===== config.mk =====
export PLATFORM = sky130hd
export DESIGN_NAME = epoch_scheduler_flat
export DESIGN_NICKNAME = d
export VERILOG_FILES = /design/src/rtl/nn_pkg.sv /design/src/rtl/epoch_scheduler_if.sv /design/src/rtl/epoch_scheduler_sat_accum.sv /design/src/rtl/epoch_scheduler.sv /design/src/flat_wrapper.sv
export SDC_FILE = /design/constraint.sdc
export NUM_CORES = 1
export LEC_CHECK = 0
export CELL_PAD_IN_SITES_DETAIL_PLACEMENT = 0
export CELL_PAD_IN_SITES_GLOBAL_PLACEMENT = 1
export CORE_MARGIN = 3
export CORE_UTILIZATION = 37
export DETAILED_ROUTE_END_ITERATION = 8
export GPL_TIMING_DRIVEN = 0
export PLACE_DENSITY_LB_ADDON = 0.15
export SLEW_MARGIN = 10
export SYNTH_ARGS = -nofsm -noshare
export SYNTH_HDL_FRONTEND = slang
export SYNTH_SLANG_ARGS = --single-unit

===== constraint.sdc =====
create_clock -name clk -period 3.1 [get_ports clk]
set_input_delay 0.775 -clock clk [delete_from_list [all_inputs] [get_ports clk]]
set_output_delay 0.775 -clock clk [all_outputs]
set_load 0.1 [all_outputs]

===== src/rtl/nn_pkg.sv =====
// Shared definitions for the training-loop sequencer and the validation/error blocks.
package nn_pkg;

  localparam int ERR_W_DEF = 16;
  localparam int CNT_W_DEF = 16;

  typedef enum logic [2:0] {
    S_IDLE    = 3'd0,
    S_T_ISSUE = 3'd1,
    S_T_WAIT  = 3'd2,
    S_V_ISSUE = 3'd3,
    S_V_WAIT  = 3'd4,
    S_EVAL    = 3'd5,
    S_SNAP    = 3'd6,
    S_DONE    = 3'd7
  } state_t;

  localparam logic [1:0] STOP_NONE  = 2'd0;
  localparam logic [1:0] STOP_MAX   = 2'd1;
  localparam logic [1:0] STOP_PAT   = 2'd2;
  localparam logic [1:0] STOP_ABORT = 2'd3;

endpackage


===== src/rtl/epoch_scheduler_if.sv =====
// Sample and snapshot handshakes between the scheduler (master) and the datapath (slave).
interface epoch_scheduler_if import nn_pkg::*; #(
  parameter int ERR_W = ERR_W_DEF
) ();
  logic             sample_req;
  logic             sample_val;
  logic             sample_done;
  logic [ERR_W-1:0] sample_err;
  logic             snap_req;
  logic             snap_ack;

  modport master (
    output sample_req, sample_val, snap_req,
    input  sample_done, sample_err, snap_ack
  );

  modport slave (
    input  sample_req, sample_val, snap_req,
    output sample_done, sample_err, snap_ack
  );
endinterface


===== src/rtl/epoch_scheduler_sat_accum.sv =====
// Saturating validation-error accumulator: clamps at all-ones instead of wrapping.
module sat_accum #(
  parameter int ERR_W = 16
) (
  input  logic             clk,
  input  logic             rst,
  input  logic             clr,
  input  logic             en,
  input  logic [ERR_W-1:0] din,
  output logic [ERR_W-1:0] acc
);

  function automatic logic [ERR_W-1:0] sat_add(input logic [ERR_W-1:0] a,
                                               input logic [ERR_W-1:0] b);
    logic [ERR_W:0] s;
    s = {1'b0, a} + {1'b0, b};
    return s[ERR_W] ? {ERR_W{1'b1}} : s[ERR_W-1:0];
  endfunction

  always_ff @(posedge clk) begin
    if (rst || clr) begin
      acc <= '0;
    end else if (en) begin
      acc <= sat_add(acc, din);
    end
  end

endmodule


===== src/rtl/epoch_scheduler.sv =====
// Training-loop sequencer: train/validate per epoch, track best epoch, snapshot and early stop.
module epoch_scheduler import nn_pkg::*; #(
  parameter int ERR_W    = ERR_W_DEF,
  parameter int CNT_W    = CNT_W_DEF,
  parameter int PATIENCE = 4
) (
  input  logic             clk,
  input  logic             rst,
  input  logic             start,
  input  logic             abort,
  input  logic [CNT_W-1:0] train_n,
  input  logic [CNT_W-1:0] val_n,
  input  logic [CNT_W-1:0] max_epoch,
  epoch_scheduler_if.master dp,
  output logic             busy,
  output logic             done,
  output logic [1:0]       stop_reason,
  output logic [CNT_W-1:0] epoch,
  output logic [ERR_W-1:0] best_err,
  output logic [CNT_W-1:0] best_epoch
);

  localparam logic [CNT_W-1:0] PAT_LIM = CNT_W'(PATIENCE);

  state_t           state_q, state_d;
  logic [CNT_W-1:0] cnt_q, cnt_d;
  logic [CNT_W-1:0] epoch_q, epoch_d;
  logic [CNT_W-1:0] pat_q, pat_d;
  logic [ERR_W-1:0] best_err_q, best_err_d;
  logic [CNT_W-1:0] best_epoch_q, best_epoch_d;
  logic [1:0]       reason_q, reason_d;
  logic [CNT_W-1:0] cfg_train_q, cfg_train_d;
  logic [CNT_W-1:0] cfg_val_q, cfg_val_d;
  logic [CNT_W-1:0] cfg_max_q, cfg_max_d;
  logic             acc_clr, acc_en;
  logic [ERR_W-1:0] acc;
  logic             busy_w;

  // An epoch with no training samples opens straight into validation, or evaluation if both are empty.
  function automatic state_t first_state(input logic [CNT_W-1:0] tn,
                                         input logic [CNT_W-1:0] vn);
    if (tn != '0)      return S_T_ISSUE;
    else if (vn != '0) return S_V_ISSUE;
    else               return S_EVAL;
  endfunction

  sat_accum #(.ERR_W(ERR_W)) u_acc (
    .clk (clk),
    .rst (rst),
    .clr (acc_clr),
    .en  (acc_en),
    .din (dp.sample_err),
    .acc (acc)
  );

  assign busy_w = (state_q != S_IDLE) && (state_q != S_DONE);

  always_ff @(posedge clk) begin
    if (rst) begin
      state_q      <= S_IDLE;
      cnt_q        <= '0;
      epoch_q      <= '0;
      pat_q        <= '0;
      best_err_q   <= '1;
      best_epoch_q <= '0;
      reason_q     <= STOP_NONE;
      cfg_train_q  <= '0;
      cfg_val_q    <= '0;
      cfg_max_q    <= '0;
    end else begin
      state_q      <= state_d;
      cnt_q        <= cnt_d;
      epoch_q      <= epoch_d;
      pat_q        <= pat_d;
      best_err_q   <= best_err_d;
      best_epoch_q <= best_epoch_d;
      reason_q     <= reason_d;
      cfg_train_q  <= cfg_train_d;
      cfg_val_q    <= cfg_val_d;
      cfg_max_q    <= cfg_max_d;
    end
  end

  always_comb begin
    state_d      = state_q;
    cnt_d        = cnt_q;
    epoch_d      = epoch_q;
    pat_d        = pat_q;
    best_err_d   = best_err_q;
    best_epoch_d = best_epoch_q;
    reason_d     = reason_q;
    cfg_train_d  = cfg_train_q;
    cfg_val_d    = cfg_val_q;
    cfg_max_d    = cfg_max_q;
    acc_clr      = 1'b0;
    acc_en       = 1'b0;

    // Abort outranks every other transition, including a pending snapshot.
    if (busy_w && abort) begin
      state_d  = S_DONE;
      reason_d = STOP_ABORT;
    end else begin
      unique case (state_q)
        S_IDLE, S_DONE: begin
          if (start) begin
            cfg_train_d  = train_n;
            cfg_val_d    = val_n;
            cfg_max_d    = max_epoch;
            cnt_d        = '0;
            epoch_d      = '0;
            pat_d        = '0;
            best_err_d   = '1;
            best_epoch_d = '0;
            reason_d     = STOP_NONE;
            acc_clr      = 1'b1;
            if (max_epoch == '0) begin
              state_d  = S_DONE;
              reason_d = STOP_MAX;
            end else begin
              state_d = first_state(train_n, val_n);
            end
          end
        end
        S_T_ISSUE: state_d = S_T_WAIT;
        S_V_ISSUE: state_d = S_V_WAIT;
        S_T_WAIT: begin
          if (dp.sample_done) begin
            if (cnt_q + 1'b1 == cfg_train_q) begin
              cnt_d   = '0;
              state_d = (cfg_val_q == '0) ? S_EVAL : S_V_ISSUE;
            end else begin
              cnt_d   = cnt_q + 1'b1;
              state_d = S_T_ISSUE;
            end
          end
        end
        S_V_WAIT: begin
          if (dp.sample_done) begin
            acc_en = 1'b1;
            if (cnt_q + 1'b1 == cfg_val_q) begin
              cnt_d   = '0;
              state_d = S_EVAL;
            end else begin
              cnt_d   = cnt_q + 1'b1;
              state_d = S_V_ISSUE;
            end
          end
        end
        S_EVAL: begin
          acc_clr = 1'b1;
          epoch_d = epoch_q + 1'b1;
          if ((cfg_val_q != '0) && (acc < best_err_q)) begin
            best_err_d   = acc;
            best_epoch_d = epoch_q;
            pat_d        = '0;
            state_d      = S_SNAP;
          end else begin
            if (cfg_val_q != '0) pat_d = pat_q + 1'b1;
            if (epoch_q + 1'b1 == cfg_max_q) begin
              state_d  = S_DONE;
              reason_d = STOP_MAX;
            end else if (pat_d == PAT_LIM) begin
              state_d  = S_DONE;
              reason_d = STOP_PAT;
            end else begin
              state_d = first_state(cfg_train_q, cfg_val_q);
            end
          end
        end
        S_SNAP: begin
          if (dp.snap_ack) begin
            if (epoch_q == cfg_max_q) begin
              state_d  = S_DONE;
              reason_d = STOP_MAX;
            end else begin
              state_d = first_state(cfg_train_q, cfg_val_q);
            end
          end
        end
        default: state_d = S_IDLE;
      endcase
    end
  end

  assign dp.sample_req = (state_q == S_T_ISSUE) || (state_q == S_V_ISSUE);
  assign dp.sample_val = (state_q == S_V_ISSUE);
  assign dp.snap_req   = (state_q == S_SNAP);
  assign busy          = busy_w;
  assign done          = (state_q == S_DONE);
  assign stop_reason   = reason_q;
  assign epoch         = epoch_q;
  assign best_err      = best_err_q;
  assign best_epoch    = best_epoch_q;

endmodule


===== src/flat_wrapper.sv =====
// flat-port wrapper written by rule: the top's interface ports become plain ports
module epoch_scheduler_flat import nn_pkg::*;
#(
  parameter int ERR_W    = ERR_W_DEF,
  parameter int CNT_W    = CNT_W_DEF,
  parameter int PATIENCE = 4
)
  (clk, rst, start, abort, train_n, val_n, max_epoch, busy, done, stop_reason, epoch, best_err, best_epoch, dp_sample_req, dp_sample_val, dp_snap_req, dp_sample_done, dp_sample_err, dp_snap_ack);
  epoch_scheduler_if #(.ERR_W(ERR_W)) dp_i ();
  input  logic clk;
  input  logic rst;
  input  logic start;
  input  logic abort;
  input  logic [CNT_W-1:0] train_n;
  input  logic [CNT_W-1:0] val_n;
  input  logic [CNT_W-1:0] max_epoch;
  output logic busy;
  output logic done;
  output logic [1:0] stop_reason;
  output logic [CNT_W-1:0] epoch;
  output logic [ERR_W-1:0] best_err;
  output logic [CNT_W-1:0] best_epoch;
  output wire logic [$bits(dp_i.sample_req)-1:0] dp_sample_req;
  output wire logic [$bits(dp_i.sample_val)-1:0] dp_sample_val;
  output wire logic [$bits(dp_i.snap_req)-1:0] dp_snap_req;
  input wire logic [$bits(dp_i.sample_done)-1:0] dp_sample_done;
  input wire logic [$bits(dp_i.sample_err)-1:0] dp_sample_err;
  input wire logic [$bits(dp_i.snap_ack)-1:0] dp_snap_ack;
  assign dp_sample_req = dp_i.sample_req;
  assign dp_sample_val = dp_i.sample_val;
  assign dp_snap_req = dp_i.snap_req;
  assign dp_i.sample_done = dp_sample_done;
  assign dp_i.sample_err = dp_sample_err;
  assign dp_i.snap_ack = dp_snap_ack;
  epoch_scheduler #(.ERR_W(ERR_W), .CNT_W(CNT_W), .PATIENCE(PATIENCE)) u_core (.clk(clk), .rst(rst), .start(start), .abort(abort), .train_n(train_n), .val_n(val_n), .max_epoch(max_epoch), .dp(dp_i), .busy(busy), .done(done), .stop_reason(stop_reason), .epoch(epoch), .best_err(best_err), .best_epoch(best_epoch));
endmodule

---- Word level (Yosys, flattened, before mapping) ----
Cells that the tools add are included.
word-level totals
  logic and storage cells ................. 116
  bits of input ports ..................... 70
  output and inout bits ................... 55
  register bits ........................... 149
cells by class
  bitwise gates (word level) .............. 1
  $lt $le $gt $ge ......................... 1
  reduce and logical (&&, ||, !) cells .... 23
  $add $sub $neg .......................... 4
  mux-type cells .......................... 52
  equal/unequal tests ..................... 24
operators by type and width
  operator                                                                 number
  16-bit two-way mux                                                       14
  16-bit one-hot mux with 2 select lines                                   4
  16-bit equality test                                                     4
  16-bit nonzero test                                                      4
  3-bit two-way mux                                                        17
  16-bit by 1-bit adder with 16-bit output, second input constant          3
  16-bit one-hot mux with 3 select lines                                   1
  16-bit logical NOT                                                       2
  3-bit one-hot mux with 7 select lines                                    1
  16-bit by 16-bit adder with 17-bit output                                1
  16-bit by 3-bit equality test with 1-bit output, second input constant   1
  16-bit less-than comparator                                              1
  2-bit two-way mux                                                        7
  3-bit equality test, second input constant                               4
  3-bit by 2-bit inequality test with 1-bit output, second input constant  4
  4-bit AND reduction                                                      2
  3-bit by 2-bit equality test with 1-bit output, second input constant    2
  1-bit two-way mux                                                        6
  2-bit inequality test, second input constant                             3
  3-bit by 1-bit inequality test with 1-bit output, second input constant  2
  2-bit one-hot mux with 3 select lines                                    1
  3-bit AND reduction                                                      2
  6-bit AND reduction                                                      1
  3-bit nonzero test                                                       2
  13 further kinds                                                         16

---- Longest topological paths before layout ----
Gate-level depths: netlist of the first run.
  word-level depth ........................ 11
  gate-level depth with buffers ........... 13
  mapped depth without buffers ............ 12

---- Cells and area by module ----
A second synthesis of the first run with hierarchy kept.
unflattened totals
  cell total of the unflattened synthesis .. 1247
  area, all modules ....................... 9601.7 um^2
by module, submodules not included
  module           area an instance (um^2)  seq. area each (um^2)  cells each  instances
  epoch_scheduler  8282.9                   2662.6                 1109        1
  sat_accum        1318.8                   320.3                  138         1

---- Least setup slack after synthesis of the first run ----
Ideal clock, no wire load.
  path type ............................... register -> register
  start ................................... register u_core.state_q[2]
  end ..................................... register u_core.epoch_q[9] (netlist: u_core.epoch[9])
  stages on the path, launching flop included .. 11
  buffers on the path ..................... 2
  clock period less this slack ............ 4775 ps
  arrival ................................. 4705 ps
  path slack .............................. -1675 ps
  setup time .............................. 70 ps
  required time ........................... 3030 ps
  cells stage by stage .................... dfxtp_1 > clkbuf_1 > nand2_1 > nor2_1 > nor2_1 > nor2_1 > nor2_1 > or2_2 > clkbuf_1 > or3_1 > a21oi_1
on the way
  elaborated cells between the ends (all ways) .. 13
  those cells by class .................... eq/ne: 4; mux: 1; bitwise: 1; reduce/logical: 7
RTL lines
  element                                                                       line                    text
  from (decl)                                                                   epoch_scheduler.sv:25   state_t state_q, state_d;
  from (signal assigned)                                                        epoch_scheduler.sv:71   state_q <= state_d;
  3-bit equality test *                                                         -
  via done                                                                      flat_wrapper.sv:18      output logic done;
  2-bit OR reduction *                                                          epoch_scheduler.sv:103  unique case (state_q)
  2-bit inequality test (no source line) or 2-bit nonzero test (tied branches)  -
  3-bit AND reduction (no source line)                                          -
  to (signal assigned)                                                          epoch_scheduler.sv:73   epoch_q <= epoch_d;
  to (decl)                                                                     epoch_scheduler.sv:27   logic [CNT_W-1:0] epoch_q, epoch_d;
The timed path passes the listed nets; every way through them passes the cells marked *.
A chain may end at the register's enable or synchronous reset.

---- Worst setup path in the final report of the first run ----
  start ................................... register u_core.state_q[2]
  end ..................................... output busy
on the way
  longest elaborated chain between the ends .. 2
  elaborated cells between the ends (all ways) .. 3
  those cells by class .................... eq/ne: 1; reduce/logical: 2
ends and longest elaborated chain
  element                                                      line                   text
  3-bit inequality test or 3-bit nonzero test (tied branches)  epoch_scheduler.sv:56  assign busy_w = (state_q != S_IDLE) && (state_q != S_DONE);
  1-bit logical AND *                                          epoch_scheduler.sv:56
  to (decl)                                                    flat_wrapper.sv:17     output logic busy;
Mark *: on every way between the ends. The rest lies on a longest branch, timed or not.

==> results of run 1 <==
==> routing by layer <==
metal	share of wire [%]	wire, um	up-vias	track usage [%]
li1	-	-	4602	-
met1	47	13900	4344	30.5
met2	46	13700	216	35.4
met3	5.9	1740	28	4.77
met4	1.0	301	0	4.73
met5	0	0	-	0
==> synth_stat cells (13+ instances only) <==
master,count
sky130_fd_sc_hd__nor3_1,41
sky130_fd_sc_hd__nor4_1,32
sky130_fd_sc_hd__o21bai_1,18
sky130_fd_sc_hd__nor2_1,88
sky130_fd_sc_hd__ha_1,34
sky130_fd_sc_hd__a21oi_1,120
sky130_fd_sc_hd__nand3_1,54
sky130_fd_sc_hd__nand4_1,19
sky130_fd_sc_hd__xnor2_1,51
sky130_fd_sc_hd__dfxtp_1,149
sky130_fd_sc_hd__inv_1,38
sky130_fd_sc_hd__o21ai_0,73
sky130_fd_sc_hd__nand2b_1,19
sky130_fd_sc_hd__nand2_1,165
sky130_fd_sc_hd__xor2_1,38
sky130_fd_sc_hd__clkbuf_1,65
sky130_fd_sc_hd__a31oi_1,13
==> registers in the layout, summed over array words and instances, names as in the netlist <==
register	flops
u_core.best_err	16
u_core.epoch	16
u_core.pat_q	16
u_core.best_epoch	16
u_core.cnt_q	16
u_core.state_q	3
u_core.cfg_val_q	16
u_core.stop_reason	2
u_core.cfg_train_q	16
u_core.u_acc.acc	16
u_core.cfg_max_q	16
==> stage by stage <==
step	setup WS, ns	utilization (%)	cells	hold slack (ns)
CTS	-0.00290	47.8	1690	0.473
floorplan	-0.00643	-	1206	0.448
global route	-0.0819	48.6	1695	0.490
global placement	-1.19	44.7	1653	0.453
detailed placement	-1.20	44.7	1653	0.463
finish	0.0596	48.6	1695	0.471
==> layout by cell type, fill, tap and decap left out, types with 9 or more instances in the layout <==
cell type                           n
sky130_fd_sc_hd__nand2_1          164
sky130_fd_sc_hd__dfxtp_1          131
sky130_fd_sc_hd__a21oi_1          119
sky130_fd_sc_hd__clkdlybuf4s50_1  118
sky130_fd_sc_hd__nor2_1            83
sky130_fd_sc_hd__o21ai_0           70
sky130_fd_sc_hd__nand3_1           52
sky130_fd_sc_hd__xnor2_1           50
sky130_fd_sc_hd__clkbuf_1          47
sky130_fd_sc_hd__inv_1             38
sky130_fd_sc_hd__nor3_1            37
sky130_fd_sc_hd__xor2_1            37
sky130_fd_sc_hd__ha_1              33
sky130_fd_sc_hd__nor4_1            27
sky130_fd_sc_hd__nand2b_1          19
sky130_fd_sc_hd__nand4_1           19
sky130_fd_sc_hd__buf_4             19
sky130_fd_sc_hd__o21bai_1          18
sky130_fd_sc_hd__dfxtp_2           18
sky130_fd_sc_hd__clkbuf_16         17
sky130_fd_sc_hd__a21o_1            12
sky130_fd_sc_hd__and3_1            11
sky130_fd_sc_hd__a31oi_1           11
sky130_fd_sc_hd__buf_2             10
sky130_fd_sc_hd__clkbuf_2           9
sky130_fd_sc_hd__and4_1             9
sky130_fd_sc_hd__or3_1              9
==> power by group through the flow <==
stage                     Combinational, uW  Sequential [uW]  Clock, uW
after floorplan                        1740             2510          0
after global placement                 2740             2350          0
after detailed placement               2740             2360          0
after CTS                              2780             2310       2230
after global routing                   3100             2350       2320
final                                  2840             2320       2190
==> worst max-delay path by stage <==
| stage | startpoint | endpoint | slack [ns] | cells past startpoint |
|---|---|---|---|---|
| after global routing | u_core.epoch[4] | u_core.stop_reason[1] | -0.08 | 10 |
| after floorplan | u_core.state_q[2] | u_core.epoch[9] | -0.006 | 10 |
| after detailed placement | dp_sample_err[0] | u_core.u_acc.acc[4] | -1.20 | 14 |
| after CTS | u_core.best_err[11] | u_core.pat_q[7] | -0.003 | 12 |
| after global placement | dp_sample_err[0] | u_core.u_acc.acc[11] | -1.19 | 14 |
| final | u_core.state_q[2] | busy | 0.06 | 5 |
==> cell type report <==
cell class,instances,area [sq um],area share [%]
timing repair buffer,137,1330,11.2
inverter,38,143,1.21
multi-input combinational,939,5960,50.4
clock inverter,15,184,1.56
tap,324,405,3.43
clock buffer,17,425,3.60
buffer,76,365,3.09
sequential,149,3010,25.4
==> cells by family after synthesis <==
family | after synthesis | share of synthesized area [%]
mux | 8 | 0.899
fa+ha+maj | 35 | 4.85
compound gates | 308 | 20.3
flops | 149 | 32.5
buf+inv | 118 | 5.35
xor+xnor | 92 | 9.22
simple gates | 496 | 26.9
==> what timing repair did <==
item,4_1_cts,5_1_grt
pin swaps,7,9
hold buffers,0,0
endpoints found under the setup margin,47,80
buffers inserted,6,8
gates resized for setup,42,48
==> critical path, delay by kind of cell, from the launching register on <==
family	cells	cell delay (ns)
buffers and inverters	2	0.79
flip-flops	1	0.29
AND/OR/NAND/NOR	3	0.75
==> summary.md, run 1 <==
| Metric | Value |
|---|---|
| Crit-path slowest cell | `sky130_fd_sc_hd__clkdlybuf4s18_2` |
| Net Sw Frac | `approximately two fifths` |
| RSZ-0062 raised after global routing | `true` |
| Layout fillers | `roughly 2500` |
| Routed len/inst | `approximately 18 um` |
| Die area | `between 20000 and 30000 sq um` |
| Worst Path Arrival | `~2.3 ns` |
| Largest net degree at the start of global routing | `17` |
| End point of the worst hold path | `u_core.best_epoch[15]` |
| Max-cap violation count | `0` |
| Initial antenna violation count | `0` |
| Clock tree skew after final layout | `roughly 0.013 ns` |
| Maximum root-to-sink buffer count | `2` |
| Class of the most critical setup path | `reg -> out` |
| Worst R2R End | `u_core.cnt_q[11]` |
| Antenna diode count | `0` |
| Proportion of power drawn by combinational gates | `between 30% and 40%` |
| Delay of the slowest cell on the worst path | `roughly 0.62 ns` |
| Worst Tran Pin Value | `between 1 and 1.5 ns` |
| Final critical-path required period | `3.04 ns` |
| Synth-to-Final Area Change | `28.7%` |
| Unique masters post-synth | `between 70 and 80` |
| Final Max Tran Viols | `0` |
| Type of the worst min-delay path | `reg -> reg` |
| Count of boundary I/O pins | `roughly 130` |
| Weighted congestion reported at the end of routability-driven placement | `~0.9` |
| Sequential Power Share | `31.5%` |
| R2r setup slk | `~0.14 ns` |
| Share of flip-flops with an asynchronous set or reset after synthesis | `0%` |
| Power after layout | `approximately 7400 uW` |
| First-pass GRT wire length | `46600 um` |
| Share of the yosys chip area belonging to registers | `between 30% and 40%` |
| Worst slew margin relative to its limit | `28.7%` |
| Die Y-Extent | `roughly 160 um` |
| Count of input and output buffers | `123` |
| Largest fanout on the critical path | `7` |
| Global Route Usage Sum | `approximately 22%` |
| Instance area at placement | `around 11000 sq um` |
| Critical Path Sink Type | `primary output` |
| TritonCTS Buffers | `17` |
| First-pass iteration count of the detailed router | `5` |
| #FFs+latches synth | `roughly 150` |
| # DRC | `0` |
| Overflow left after global routing | `0` |
| Combined area of all synthesized cells | `approximately 9200 sq um` |
| Via density per instance | `5.42` |
| Remaining antenna violation count | `0` |
| Share of the synthesized area in the top cell type | `roughly a third` |
| Status | `complete, no violations` |
| Mapped Nets | `roughly 1300` |
| Kind of launch point of the worst setup path | `flop` |
| Number of placement rows | `between 50 and 60` |
| Avg Inst Size Synth | `around 7.6 sq um` |
| Depth of the worst register-to-register path | `13` |
| Count of flip-flops with a built-in enable after synthesis | `0` |
| CTS tree | `done` |
| Total number of vias | `approximately 9200` |
| Data required, critical path | `between 2 and 2.5 ns` |
| Setup_tns | `0 ns` |
| Clock sinks | `approximately 150` |
| Top cell type by total area after synthesis | `sky130_fd_sc_hd__dfxtp_1` |
| Net switching power | `roughly 3100 uW` |
| Setup violation total in the final timing report | `0` |
| Leakage power of the design | `0.00461 uW` |
| Final critical-path share of the clock period | `approximately 98%` |
| Half-perimeter wire length after detailed placement | `22500 um` |
| Sequence of cells on the critical path | `clkbuf_1 > nand2_1 > nor2_4 > nor2_2 > clkdlybuf4s18_2` |
| Clock-pin transition on the worst setup and hold timing paths | `around 0.06 ns` |
| Cell-internal power | `4270 uW` |
| Beginning of the worst hold path | `u_core.best_epoch[15]` |
| Leading register cell type out of synthesis | `sky130_fd_sc_hd__dfxtp_1` |
| Placeable core area | `around 24000 sq um` |
| Fraction of layout cells with a size suffix above 1 | `10.9%` |
| Clock latency of the later-clocked register in the worst-skew pair | `roughly 0.44 ns` |
| Hold path cells | `2` |
| Top post-synthesis cells by area | `sky130_fd_sc_hd__dfxtp_1, sky130_fd_sc_hd__nand2_1, sky130_fd_sc_hd__a21oi_1` |
| Vias in the first global route | `8707` |
| Final Cell Area | `11800 sq um` |
| Clock Power Share | `just under 30%` |
| Clock root buffer master | `sky130_fd_sc_hd__clkbuf_16` |
| Initial core utilization | `approximately 38%` |
| Final Hold Violating Endpoints | `0` |
| Initial drt markers | `between 600 and 700` |
| Highest clock rate | `329 MHz` |
| Final-stage net count | `approximately 1500` |
| Startpoint of the lowest-slack register-to-register path | `u_core.cnt_q[1]` |
| Yosys warning count | `0` |
| Horizontal die dimension | `between 150 and 200 um` |
| Worst voltage drop across the vdd grid | `328 uV` |
| H-tree levels | `4` |
| Cell count after synthesis | `between 1000 and 1500` |
| Areal power density over the cells | `approximately 620 nW/um^2` |
| Wire length after detailed routing | `~30000 um` |
Note: power is estimated with default switching activity, not from simulation.
==> inputs of run 2 (changes only) <==
- PLACE_DENSITY_LB_ADDON: 0.15 -> 0.12
- SYNTH_HIERARCHICAL: not set -> 1
==> summary.md, run 2 <==
| Metric | Value |
|---|---|
| Layout fillers | `2608` |
| Remaining antenna violation count | `0` |
| Via density per instance | `between 5 and 6` |
| Die area | `roughly 28000 sq um` |
| Final Cell Area | `12000 sq um` |
| Initial core utilization | `a little under two fifths` |
| Setup_tns | `0 ns` |
| Clock sinks | `between 100 and 150` |
| Final critical-path required period | `between 3 and 4 ns` |
| Critical Path Sink Type | `primary output` |
| Fraction of layout cells with a size suffix above 1 | `10.4%` |
| Count of boundary I/O pins | `between 100 and 150` |
| Cell with the most instances after synthesis | `sky130_fd_sc_hd__nand2_1` |
| Highest clock rate | `~330 MHz` |
| Final critical-path share of the clock period | `98.1%` |
| Clock tree skew after final layout | `around 0.011 ns` |
| Data required, critical path | `around 2.3 ns` |
| Top post-synthesis cells by area | `sky130_fd_sc_hd__dfxtp_1, sky130_fd_sc_hd__nand2_1, sky130_fd_sc_hd__a21oi_1` |
| Half-perimeter wire length after detailed placement | `roughly 26000 um` |
| Worst Tran Pin Value | `between 1 and 1.5 ns` |
| Type of the worst min-delay path | `reg -> reg` |
| First-pass iteration count of the detailed router | `5` |
| Areal power density over the cells | `a little over 600 nW/um^2` |
| Kind of launch point of the worst setup path | `flop` |
| Overflow left after global routing | `0` |
| Cell count after synthesis | `approximately 1200` |
| Setup violation total in the final timing report | `0` |
| Synth-to-Final Area Change | `25.1%` |
| Global Route Usage Sum | `between 20% and 30%` |
| Hold slack final | `about 0.45 ns` |
| Yosys warning count | `6` |
| # DRC | `0` |
| RSZ-0062 raised after global routing | `true` |
| Worst Slack Setup Final | `between 0.05 and 0.06 ns` |
| Max-cap violation count | `0` |
| Leading cell type in the layout, fill and taps excluded | `sky130_fd_sc_hd__nand2_1` |
| Final Max Tran Viols | `0` |
| Clock-pin transition on the worst setup and hold timing paths | `0.07 ns` |
| Horizontal die dimension | `around 170 um` |
| Power after layout | `7360 uW` |
| Vias in the first global route | `9321` |
| Count of input and output buffers | `~120` |
| Avg Inst Size Synth | `7.70 sq um` |
| Clock root buffer master | `sky130_fd_sc_hd__clkbuf_16` |
| Clock latency of the later-clocked register in the worst-skew pair | `0.43 ns` |
| First-pass GRT wire length | `about 52000 um` |
| Antenna diode count | `0` |
| Share of the synthesized area in the top cell type | `approximately 31%` |
| Initial antenna violation count | `0` |
| Weighted congestion reported at the end of routability-driven placement | `roughly 0.94` |
| Maximum root-to-sink buffer count | `2` |
| Highest-count cells in the layout ignoring fill and taps | `sky130_fd_sc_hd__nand2_1, sky130_fd_sc_hd__dfxtp_1, sky130_fd_sc_hd__clkdlybuf4s50_1, sky130_fd_sc_hd__a21oi_1, sky130_fd_sc_hd__nor2_1` |
| CTS tree | `done` |
| #FFs+latches synth | `roughly 150` |
| Most frequent cells after synthesis | `sky130_fd_sc_hd__nand2_1, sky130_fd_sc_hd__dfxtp_1, sky130_fd_sc_hd__a21oi_1, sky130_fd_sc_hd__nor2_1, sky130_fd_sc_hd__clkbuf_1` |
| Worst slew margin relative to its limit | `between 20 and 30%` |
| Initial drt markers | `around 840` |
| Final-stage net count | `1496` |
| Final Hold Violating Endpoints | `0` |
| Count of flip-flops with a built-in enable after synthesis | `0` |
| Routed len/inst | `19.1 um` |
| Leading register cell type out of synthesis | `sky130_fd_sc_hd__dfxtp_1` |
| Class of the most critical setup path | `reg -> out` |
| Mapped Nets | `~1400` |
| Top cell type by total area after synthesis | `sky130_fd_sc_hd__dfxtp_1` |
| Unique masters post-synth | `83` |
| CTS Hold Bufs | `0` |
| Die Y-Extent | `between 150 and 200 um` |
| Largest net degree at the start of global routing | `17` |
| Worst Path Arrival | `around 2.3 ns` |
| Share of flip-flops with an asynchronous set or reset after synthesis | `0%` |
| Number of placement rows | `between 50 and 60` |
| Combined area of all synthesized cells | `approximately 9600 sq um` |
| H-tree levels | `4` |
| TritonCTS Buffers | `17` |
| Largest fanout on the critical path | `10` |
| Instance area at placement | `between 10000 and 15000 sq um` |
| Wire length after detailed routing | `33100 um` |
| Placeable core area | `between 20000 and 30000 sq um` |
| Total number of vias | `just under 10000` |
| Share of the yosys chip area belonging to registers | `~31%` |
| Status | `complete, no violations` |
| Worst setup timing slack at the placement stage | `-1.13 ns` |
| Worst voltage drop across the vdd grid | `about 330 uV` |
| Leakage power of the design | `about 0.0045 uW` |
run 2: timing repair:
| item | in CTS | in global routing |
|---|---|---|
| setup endpoints to repair | 92 | 84 |
| setup buffers | 0 | 5 |
| pin swaps | 0 | 1 |
| hold endpoints to repair | 0 | 0 |
| gates resized for setup | 35 | 37 |
run 2: final timing paths:
kind                         start               endpoint  slack, ns  depth (start not counted)
max              u_core/state_q[1]          dp_sample_val       0.06                          5
min          u_core/best_epoch[14]  u_core/best_epoch[14]       0.45                          2
max reg2reg        u_core/cnt_q[0]        u_core/cnt_q[7]       0.13                         12
min reg2reg  u_core/best_epoch[14]  u_core/best_epoch[14]       0.45                          2
run 2: power breakdown:
part	total, uW	internal [uW]	switching [uW]	leakage, uW
logic	3060	981	2080	0.00300
clock network	1980	1040	935	0.000261
registers	2320	2100	224	0.00121
run 2: logic make-up after synthesis:
| family | after synthesis | share of synthesized area (%) |
|---|---|---|
| flops | 149 | 31.1 |
| mux | 10 | 1.08 |
| fa+ha+maj | 36 | 4.74 |
| simple gates | 526 | 27.1 |
| xor+xnor | 78 | 7.91 |
| buf+inv | 130 | 5.80 |
| compound gates | 318 | 22.3 |
run 2: metal layers:
metal  wire [um]  share of wire [%]  vias to the layer above  GRT usage, %
li1            -                  -                     4820             -
met1       16200                 49                     4654          32.9
met2       15100                 46                      242          37.5
met3        1410                4.3                       20          3.92
met4         368                1.1                        0          5.24
met5           0                  0                        -             0
run 2: per-stage QoR:
| stage | instances | util [%] |
|---|---|---|
| floorplan | 1247 | - |
| finish | 1734 | 47.4 |
| detailed placement | 1700 | 44.5 |
| CTS | 1732 | 46.9 |
| global route | 1734 | 47.4 |
| global placement | 1700 | 44.5 |
run 2: cell type report:
cell class	count	area, sq um	area share (%)
inverter	32	124	1.03
clock buffer	17	425	3.54
clock inverter	15	120	1.00
timing repair buffer	128	1260	10.5
sequential	149	3000	25.0
buffer	95	439	3.66
tap	330	413	3.44
multi-input combinational	968	6220	51.8
run 2: worst max-delay path, cell delays in order, from the launching register on:
cell                       delay (ns)
sky130_fd_sc_hd__dfxtp_1         0.30
sky130_fd_sc_hd__clkbuf_1        0.30
sky130_fd_sc_hd__clkbuf_1        0.45
sky130_fd_sc_hd__nand2_1         0.21
sky130_fd_sc_hd__nor2_1          0.21
sky130_fd_sc_hd__clkbuf_4        0.37
